===== config.mk =====
export PLATFORM = sky130hd
export DESIGN_NAME = wrap_counter_p
export DESIGN_NICKNAME = d
export VERILOG_FILES = /design/src/rtl/wrap_counter_p.sv
export SDC_FILE = /design/constraint.sdc
export NUM_CORES = 1
export LEC_CHECK = 0
export BUFFER_PORTS_ARGS = -buffer_cell sky130_fd_sc_hd__buf_2
export CAP_MARGIN = 20
export CORE_MARGIN = 2
export CORE_UTILIZATION = 54
export DETAILED_ROUTE_END_ITERATION = 7
export GPL_TIMING_DRIVEN = 1
export PLACE_DENSITY = 0.8
export REMOVE_ABC_BUFFERS = 1
export SKIP_CTS_REPAIR_TIMING = 1
export SYNTH_ARGS = -nofsm -noshare
export SYNTH_HDL_FRONTEND = slang
export SYNTH_SLANG_ARGS = --single-unit
export TNS_END_PERCENT = 1

===== constraint.sdc =====
create_clock -name clk -period 2.5 [get_ports clk]
set_input_delay 0.125 -clock clk [delete_from_list [all_inputs] [get_ports clk]]
set_output_delay 0.125 -clock clk [all_outputs]
set_load 0.1 [all_outputs]

===== src/rtl/wrap_counter_p.sv =====
//============================================================================
// Module      : wrap_counter_p
// Description : Bounded modulo counter with runtime lower/upper bounds,
//               up/down counting, wrap or saturate mode, range-checked
//               synchronous load and a combinational carry for cascading.
//
// Ports:
//   clk        rising-edge clock
//   reset      asynchronous active-high reset
//   enable     step request for this cycle (chain input)
//   up         1 = count up, 0 = count down
//   sat_mode   1 = saturate at bound, 0 = wrap to opposite bound
//   lo, hi     inclusive runtime bounds (unsigned, WIDTH bits)
//   load       synchronous load request
//   load_val   value to load (clamped into [lo, hi])
//   Q          registered count
//   carry_out  combinational, high when this cycle's step wraps
//   at_limit   combinational, Q at the bound in the current direction
//   wrapped    registered one-cycle pulse after a wrap
//   load_err   registered one-cycle pulse after an out-of-range load
//   cfg_err    combinational, lo > hi
//
// Revision    : 1.0 - initial release
//============================================================================
`default_nettype none

module wrap_counter_p #(
  parameter int WIDTH     = 4,
  parameter int RESET_VAL = 1
) (
  input  logic             clk,
  input  logic             reset,
  input  logic             enable,
  input  logic             up,
  input  logic             sat_mode,
  input  logic [WIDTH-1:0] lo,
  input  logic [WIDTH-1:0] hi,
  input  logic             load,
  input  logic [WIDTH-1:0] load_val,
  output logic [WIDTH-1:0] Q,
  output logic             carry_out,
  output logic             at_limit,
  output logic             wrapped,
  output logic             load_err,
  output logic             cfg_err
);

  localparam logic [WIDTH-1:0] c_reset_val = RESET_VAL[WIDTH-1:0];
  localparam logic [WIDTH-1:0] c_one       = WIDTH'(1);

  logic [WIDTH-1:0] r_q;
  logic             r_wrapped;
  logic             r_load_err;

  logic [WIDTH-1:0] w_next;
  logic             w_carry;
  logic             w_load_err;
  logic             w_cfg_err;

  assign w_cfg_err = (lo > hi);

  // Next-state selection. Priority: bad config > load > enable > hold.
  // With lo <= hi guaranteed past the first branch, the "below lo" and
  // "at/above hi" tests in each direction are mutually exclusive, and
  // +1 / -1 only happen strictly inside the bounds, so no overflow.
  always_comb begin
    w_next     = r_q;
    w_carry    = 1'b0;
    w_load_err = 1'b0;
    if (w_cfg_err) begin
      w_next = r_q;
    end else if (load) begin
      if (load_val < lo) begin
        w_next     = lo;
        w_load_err = 1'b1;
      end else if (load_val > hi) begin
        w_next     = hi;
        w_load_err = 1'b1;
      end else begin
        w_next = load_val;
      end
    end else if (enable) begin
      if (up) begin
        if (r_q < lo) begin
          // bounds moved above the count: snap in, no carry
          w_next = lo;
        end else if (r_q >= hi) begin
          if (sat_mode) begin
            w_next = hi;
          end else begin
            w_next  = lo;
            w_carry = 1'b1;
          end
        end else begin
          w_next = r_q + c_one;
        end
      end else begin
        if (r_q > hi) begin
          // bounds moved below the count: snap in, no carry
          w_next = hi;
        end else if (r_q <= lo) begin
          if (sat_mode) begin
            w_next = lo;
          end else begin
            w_next  = hi;
            w_carry = 1'b1;
          end
        end else begin
          w_next = r_q - c_one;
        end
      end
    end
  end

  always_ff @(posedge clk or posedge reset) begin
    if (reset) begin
      r_q        <= c_reset_val;
      r_wrapped  <= 1'b0;
      r_load_err <= 1'b0;
    end else begin
      r_q        <= w_next;
      r_wrapped  <= w_carry;
      r_load_err <= w_load_err;
    end
  end

  assign Q         = r_q;
  assign carry_out = w_carry;
  assign at_limit  = up ? (r_q >= hi) : (r_q <= lo);
  assign wrapped   = r_wrapped;
  assign load_err  = r_load_err;
  assign cfg_err   = w_cfg_err;

endmodule

`default_nettype wire

==> impl_metrics.ini <==
[die]
die_w_um = 51.0
top_level_ports = 27
dieArea_um2 = 2600
rows = 17
coreArea_um2 = 2150
start_util_pct = 55.6
die_h_um = 51.0

[grt]
overflow = 0
grt_pass1_wl_um = 5640
grt_max_degree = 17
antenna_found_initial = 0
grtUsageTotal_pct = 28.4
grt_pass1_vias = 1198

[worst_setup_path]
crit_buf_inv = 2
cp.required_ns = 2.38
startpoint_type = register
cp-end-kind = output port
slowest_delay_ns = 0.53
path_max_fanout = 9
path_cells = inv_1 -> ha_1 -> and2b_1 -> o211ai_2 -> a21oi_4 -> nor3_1 -> a31oi_1 -> nor3_2 -> buf_12
cp_data_arrival_time_ns = 2.23
r2r_slack_ns = 0.15
crit_slowest_cell = dfstp_2
crit_type = reg -> out
cpLargestDelayFamily = compound AO/OA/AOI/OAI gates

[final_layout]
syn_to_final_growth_pct = 22.0
seq_area_um2 = 151
fin_util_pct = 67.8
drive_gt1_share_pct = 26.8
n_fill_cell = 180
layout.cells.non_filler = 207
stdcell_area_um2 = 1460
multi_input_area_um2 = 980
num_antenna_cells = 0
nets = 219

[placement]
placed_cell_area_um2 = 1400
place_inst = 202
globalplace.congestion = 0.962
dp_slack_ns = 0.123
dp_hpwl_um = 2750
port_buffers = 26

[drt]
dr.pass1.iters = 4
via_per_inst = 6.18
ant_nets = 0
wl_um = 3400
avgRoutedWirePerCell_um = 16.4
drc = 0
vias = 1280
drt_iter0_markers = 51

[pwr]
power.total_mw = 1.22
ir_worst_vdd_mv = 0.439
power_density_nw_per_um2 = 836
power_leakage_nw = 0.715

[timing]
setup_violations = 0
holdWs_ns = 0.212
tns_ns = 0
fin_worst_skew_ns = 0.00957
slew_headroom_pct = 58.8
fmax_mhz = 425
fin_ws_ns = 0.147
slew_viol_final = 0
fin_crit_ns = 2.35
hold_viol = 0
tightest_slew_ns = 0.618
rsz0062_at_grt = no
fin_crit_sh_pct = 94.1

[yosys]
synth_cell_type_count = 37
ys_seq_elements = 6
synth.avg_cell_area_um2 = 8.07
syn_inst = 148
syn_area_um2 = 1190
ys_seq_area_share_pct = 12.7
yosysWarnings = 0

[clocking]
cts.sinks = 6
clkTransAtPathRegs_ns = 0.06
cts_buffers = 3
root_buffer = clkbuf_4
tritoncts = done
cts_buffer_depth = 2
clk-insertion-delay-late_ns = 0.27
htreeDepth = 1

[min_path]
hp-class = in -> reg

[status]
outcome = complete, no violations

[run]
drv_cap = 0
==> cell families (layout without fill, tap and decap cells) <==
family          count (synthesis)  count (layout)  synth area share [%]
compound gates                 52              52                  32.9
simple gates                   38              38                  17.0
fa+ha+maj                      21              21                  22.0
buf+inv                        20              51                  6.60
mux                             7               7                  5.87
flops                           6               6                  12.7
xor+xnor                        4               4                  2.93
==> placed cells by master (no fill, tap or decap), types with 2 or more instances in the layout <==
cell,instances
a211oi_1,4
a21oi_1,10
a21oi_2,2
a21oi_4,2
a221o_1,6
a31oi_1,5
buf_12,2
buf_2,24
buf_4,5
clkbuf_4,3
dfrtp_1,5
ha_1,21
inv_1,15
mux2i_1,7
nand2_1,11
nand3_1,2
nor2_1,8
nor2b_1,2
nor3_1,3
o211ai_1,7
o21ai_0,11
xor2_1,4
==> synthesized netlist by cell type (all sizes together) <==
master / instances / area [um^2]
a211oi: 4 / 30.0
a21oi: 14 / 100
a221o: 6 / 60.1
a31oi: 5 / 31.3
and2: 1 / 8.76
and2b: 1 / 7.51
and3: 1 / 6.26
and4: 2 / 18.8
buf: 3 / 15.0
clkbuf: 2 / 7.51
dfrtp: 5 / 125
dfstp: 1 / 26.3
ha: 21 / 263
inv: 15 / 56.3
mux2i: 7 / 70.1
nand2: 11 / 41.3
nand2b: 1 / 6.26
nand3: 2 / 10.0
nand3b: 1 / 7.51
nand4: 1 / 6.26
nor2: 8 / 30.0
nor2b: 3 / 26.3
nor3: 4 / 20.0
nor3b: 1 / 7.51
o211ai: 9 / 86.3
o21ai: 12 / 60.1
o221ai: 1 / 15.0
o32a: 1 / 10.0
or2: 1 / 6.26
xor2: 4 / 35.0
==> final cells by class <==
type / count / share of cell area (%)
clock buffers: 4 / 1.80
repair buffers: 32 / 14.3
inverters: 15 / 3.87
flip-flops and latches: 6 / 10.4
multi-input cells: 122 / 67.3
well taps: 28 / 2.41
==> power by group <==
group	internal (mW)	leakage [nW]	switching (mW)	total, mW
sequential	0.123	0.0738	0.0231	0.146
combinational	0.330	0.626	0.633	0.963
clock	0.0612	0.0150	0.0473	0.109
==> registers in the layout, indices dropped and copies added (netlist names) <==
register	cells
wrapped	1
Q	4
load_err	1
==> worst register-to-register path, cell delays in order (launching register included) <==
cell,delay [ns]
dfstp_2,0.53
inv_1,0.08
ha_1,0.32
nor3b_1,0.34
o21ai_4,0.15
and3_1,0.20
o21ai_0,0.19
a31oi_1,0.11
a221o_1,0.32
==> metal layers <==
| metal | GRT usage (%) | wire (um) | up-vias |
|---|---|---|---|
| met2 | 51.9 | 1760 | 46 |
| met4 | 4.05 | 19 | 0 |
| met3 | 4.39 | 194 | 4 |
| li1 | - | - | 618 |
| met1 | 35.4 | 1430 | 612 |
| met5 | 0 | 0 | - |
==> final timing paths <==
kind                       start         to  cells after the start
max                         Q[0]  carry_out                      9
min                         load   load_err                      3
max reg2reg                 Q[0]       Q[3]                      8
min reg2reg                 Q[1]       Q[1]                      2
max in group asynchronous  reset       Q[0]                      3
min in group asynchronous  reset   load_err                      3
(Power assumes the default switching activity.)
